<file path="config.mk">
export PLATFORM = sky130hd
export DESIGN_NAME = program_sequencer
export DESIGN_NICKNAME = d
export VERILOG_FILES = /design/src/rtl/program_sequencer.sv
export SDC_FILE = /design/constraint.sdc
export NUM_CORES = 1
export LEC_CHECK = 0
export CAP_MARGIN = 20
export CORE_MARGIN = 4
export CORE_UTILIZATION = 35
export DETAILED_ROUTE_END_ITERATION = 12
export PLACE_DENSITY = 0.68
export SETUP_SLACK_MARGIN = 0.3
export SLEW_MARGIN = 20
export SYNTH_ARGS = -nofsm -noshare
export SYNTH_HDL_FRONTEND = slang
export SYNTH_SLANG_ARGS = --single-unit
</file>
<file path="constraint.sdc">
create_clock -name clk -period 1.9 [get_ports clk]
set_input_delay 0.38 -clock clk [delete_from_list [all_inputs] [get_ports clk]]
set_output_delay 0.38 -clock clk [all_outputs]
set_load 0.03 [all_outputs]
</file>
<file path="src/rtl/program_sequencer.sv">
// Instruction sequencer: fetches the word at PC, decodes it and drives jump
// strobes, the condition flag and an accumulator for the program counter.
module program_sequencer #(
  parameter int N = 8,
  parameter int W = 16
) (
  input  logic         clk,
  input  logic         rst_n,
  input  logic         start,
  input  logic [N-1:0] PC,
  output logic         instr_req,
  output logic [N-1:0] instr_addr,
  input  logic         instr_valid,
  input  logic [W-1:0] instr_data,
  output logic [N-1:0] addr,
  output logic         JP,
  output logic         JF,
  output logic         Flag,
  output logic         pc_step,
  output logic         halted,
  output logic         illegal,
  output logic [1:0]   dbg_state,
  output logic [N-1:0] dbg_acc
);

  typedef enum logic [1:0] {
    S_IDLE  = 2'd0,
    S_FETCH = 2'd1,
    S_EXEC  = 2'd2,
    S_HALT  = 2'd3
  } state_t;

  localparam logic [3:0] OP_NOP   = 4'd0;
  localparam logic [3:0] OP_JMP   = 4'd1;
  localparam logic [3:0] OP_JMPF  = 4'd2;
  localparam logic [3:0] OP_SETF  = 4'd3;
  localparam logic [3:0] OP_CLRF  = 4'd4;
  localparam logic [3:0] OP_LOAD  = 4'd5;
  localparam logic [3:0] OP_ADD   = 4'd6;
  localparam logic [3:0] OP_CMPEQ = 4'd7;
  localparam logic [3:0] OP_HALT  = 4'd15;

  state_t       state_q, state_d;
  logic [3:0]   op_q;
  logic [N-1:0] operand_q;
  logic [N-1:0] acc_q, acc_d;
  logic         flag_q, flag_d;
  logic [N:0]   sum;

  // Only the opcode and operand fields of the word are meaningful.
  logic unused_bits;
  assign unused_bits = ^instr_data[W-5:N];

  // Handshake: a fetch completes in any cycle where instr_req and
  // instr_valid are both high; instr_valid is ignored while instr_req is low.
  always_ff @(posedge clk) begin
    if (!rst_n) begin
      state_q   <= S_IDLE;
      op_q      <= OP_NOP;
      operand_q <= '0;
      acc_q     <= '0;
      flag_q    <= 1'b0;
    end else begin
      state_q <= state_d;
      acc_q   <= acc_d;
      flag_q  <= flag_d;
      if (state_q == S_FETCH && instr_valid) begin
        op_q      <= instr_data[W-1:W-4];
        operand_q <= instr_data[N-1:0];
      end
    end
  end

  assign sum        = {1'b0, acc_q} + {1'b0, operand_q};
  assign instr_addr = PC;
  assign Flag       = flag_q;
  assign dbg_state  = state_q;
  assign dbg_acc    = acc_q;

  always_comb begin
    state_d   = state_q;
    acc_d     = acc_q;
    flag_d    = flag_q;
    instr_req = 1'b0;
    addr      = '0;
    JP        = 1'b0;
    JF        = 1'b0;
    pc_step   = 1'b0;
    halted    = 1'b0;
    illegal   = 1'b0;
    case (state_q)
      S_IDLE: begin
        if (start) state_d = S_FETCH;
      end
      S_FETCH: begin
        instr_req = 1'b1;
        if (instr_valid) state_d = S_EXEC;
      end
      S_EXEC: begin
        pc_step = 1'b1;
        state_d = S_FETCH;
        case (op_q)
          OP_NOP: ;
          OP_JMP: begin
            JP   = 1'b1;
            addr = operand_q;
          end
          // The program counter qualifies JF with the pre-EXEC Flag.
          OP_JMPF: begin
            JF   = 1'b1;
            addr = operand_q;
          end
          OP_SETF:  flag_d = 1'b1;
          OP_CLRF:  flag_d = 1'b0;
          OP_LOAD:  acc_d  = operand_q;
          OP_ADD:   {flag_d, acc_d} = sum;
          OP_CMPEQ: flag_d = (acc_q == operand_q);
          OP_HALT: begin
            pc_step = 1'b0;
            state_d = S_HALT;
          end
          default:  illegal = 1'b1;
        endcase
      end
      S_HALT: begin
        halted = 1'b1;
      end
      default: state_d = S_IDLE;
    endcase
  end

endmodule

</file>
==> results_dict.tcl, run 1 <==
set metrics [dict create \
    status "complete, but fails checks" \
    violations "setup timing" \
    synth_nets 247 \
    avgRoutedWirePerCell_um 14.9 \
    io_buffers 40 \
    max_stage_delay_ns 0.38 \
    syn_inst 204 \
    synth_area_leaders "dfxtp_1 28%, ha_1 11%, nand2_1 7.0%, a21oi_1 6.6%, buf_4 4.1%" \
    rows 24 \
    via_per_inst 5.34 \
    firstDrtPassIters 4 \
    synthFlopType "dfxtp_1" \
    grt_pass1_wl_um 7690 \
    die_x_um 76.9 \
    worst_pin_slew_ns 0.435 \
    gp_congestion 0.836 \
    grt_usage 0.159 \
    core_sq_mm 0.00447 \
    synth_top_area_share 0.277 \
    async_flop_share 0 \
    worstHoldStart "dbg_acc[4]" \
    finalSetupTns_ns -2.23 \
    irDropWorstVdd_v 0.000287 \
    fmax_mhz 466 \
    ys_seq_area_frac 0.277 \
    area_delta_synth_final_pct 52.4 \
    yosysTopAreaCell "dfxtp_1" \
    worstReg2RegStart "dbg_state[0]" \
    relSlewSlack 0.707 \
    cts_buffer_depth 2 \
    clkLatencyLatePin_ns 0.26 \
    syn_area_sq_mm 0.00166 \
    globalRoute.totalOverflow 0 \
    grt_pass1_vias 1630 \
    drc_errors 0 \
    synthDistinctLibCells 53 \
    clock-sinks 23 \
    path_class "flop to output pin" \
    path_delay_family "simple AND/OR/NAND/NOR gates" \
    start_util 0.371 \
    worstHoldPathCells 2 \
    p_leak_nw 1.06 \
    drt_iter0_markers 35 \
    avgSynthCellArea_sq_um 8.14 \
    final-hold-violation-count 0 \
    finalWorstSetupSlack_ns -0.247 \
    cap_violations 0 \
    synth_commonest_cells "31 x nand2_1, 23 x dfxtp_1, 22 x a21oi_1, 14 x ha_1, 10 x and2_1" \
    boundaryPins 61 \
    arrival_ns 1.77 \
    final.fill_count 413 \
    vias 1644 \
    worstReg2RegEnd "dbg_acc[7]" \
    routed_wl_um 4590 \
    ys_seq_elements 23 \
    setup_viol 10 \
    worstPathRequired_ns 1.52 \
    htree_num_levels 1 \
    fin_crit_sh 1.13 \
    ant_nets 0 \
    numCtsBuffers 3 \
    start_kind "flop" \
    die-area_sq_mm 0.00591 \
    timing.critical_path.buf_inv 2 \
    min_period_ns 2.15 \
    dp_hpwl_um 3550 \
    num-nets-final 300 \
    holdPathEnd "dbg_acc[4]" \
    skew_ns 0.00274 \
    regToRegSetupSlack_ns 0.01 \
    die_h_um 76.9 \
    pwr_density_cell_mw_per_mm2 473 \
    yosysMostFrequentCell "nand2_1" \
    crit_chain "inv_4 > ha_4 > or3b_4 > a21oi_4 > and2_4 > buf_6" \
    grt_max_degree 17 \
    rsz0062_at_grt "yes" \
    slew_violations 0 \
    cp_slowest_cell "or3b_4" \
    fin_util 0.565 \
    clkTransAtPathRegs_ns 0.09 \
    yosysWarnings 0 \
    synth_edf_count 0 \
    r2r_cells 9 \
    diodes 0 \
    antenna_found_initial 0 \
    root_buffer "clkbuf_8" \
    drive_above_1_share 0.406 \
    hold_class "flop to flop" \
    cts_tree "built" \
    cp-end-kind "output pin" \
    worstPathMaxFanout 8 \
    cts_hold_buffers 0 \
]
-- layout make-up --
class	instances	area [sq um]	area share
Inverter	10	40.0	0.0158
Clock inverter	1	5.00	0.00198
Clock buffer	3	41.3	0.0163
Timing Repair Buffer	64	587	0.232
Sequential cell	23	494	0.195
Multi-Input combinational cell	155	1300	0.513
Tap cell	52	65.1	0.0257
-- how the worst max path moves through the flow --
stage / slack (ns) / from / cells after the start / end
2_1_floorplan: 0.08 / dbg_state[0] / 5 / addr[0]
3_3_place_gp: 0.003 / dbg_state[0] / 6 / addr[1]
3_5_place_dp: -0.03 / dbg_state[0] / 6 / addr[0]
4_1_cts: -0.25 / dbg_state[0] / 6 / addr[4]
5_1_grt: -0.31 / dbg_state[0] / 6 / addr[0]
6_report: -0.25 / dbg_state[0] / 6 / addr[4]
-- worst register-to-register path: cells and delay by family (launching register included) --
kind / cells / cell delay [ns]
AOI/OAI and AO/OA: 3 / 0.86
DFF: 1 / 0.36
buffers and inverters: 4 / 0.36
adders and majority gates: 1 / 0.12
and+or+nand+nor: 1 / 0.10
-- what timing repair did --
| item | CTS | global route |
|---|---|---|
| resized for setup | 68 | 11 |
| pin swaps | 19 | 11 |
| endpoints found under the setup margin | 47 | 32 |
| buffers inserted | 3 | 3 |
-- metal layers --
| layer | track usage | wire length (um) |
|---|---|---|
| met3 | 0.0316 | 195 |
| met1 | 0.192 | 2070 |
| met2 | 0.280 | 2260 |
| met4 | 0.0525 | 66 |
| met5 | 0 | 0 |
-- logic make-up after synthesis --
| kind of cell | Yosys count | synth area share |
|---|---|---|
| AND/OR/NAND/NOR | 81 | 0.272 |
| AO/OA/AOI/OAI | 58 | 0.237 |
| buffers and inverters | 26 | 0.0897 |
| flip-flops | 23 | 0.277 |
| adder cells (fa/ha/maj) | 15 | 0.118 |
| multiplexers | 1 | 0.00603 |
-- state kept, by name, summed over array words and instances (netlist names) --
register	cells
Flag	1
dbg_acc	8
dbg_state	2
op_q	4
operand_q	8
-- metrics by stage --
stage	area (sq um)	hold slack (ns)	std cells	power, mW	setup slack [ns]
finish	2530	0.485	308	1.20	-0.247
global route	2530	0.517	308	1.26	-0.315
CTS	2450	0.491	305	1.18	-0.254
detailed placement	2270	0.477	298	0.850	-0.0255
global placement	2270	0.472	298	0.846	0.00266
floorplan	1810	0.466	204	0.753	0.0778
-- cells in the final DEF, fill, tap and decap left out, types with 3 or more instances in the layout --
cell type,Yosys,routed
ha_1,14,4
nor2_1,9,7
dlygate4sd2_1,0,10
dfxtp_1,23,8
clkdlybuf4s50_1,0,15
buf_4,9,22
nand3_1,4,4
nand2_1,31,30
dfxtp_4,0,6
clkbuf_8,0,3
inv_1,9,6
dfxtp_2,0,9
and2_4,0,8
nor3_1,4,4
buf_6,2,15
ha_4,0,8
a211oi_1,5,5
o21ai_0,6,4
a21oi_1,22,21
-- power by group --
group	total, mW	leakage (nW)	switching [mW]	internal [mW]
Clock	0.314	0.0255	0.168	0.147
Sequential	0.528	0.195	0.0256	0.502
Combinational	0.354	0.836	0.177	0.177
Total	1.20	1.06	0.370	0.826
Note: power is estimated with default switching activity, not from simulation.
==> run 2, diff against run 1 <==
- SLEW_MARGIN: 20 -> default
==> results of run 2 <==
The final DEF is identical to that of run 1; final timing and power are the same.
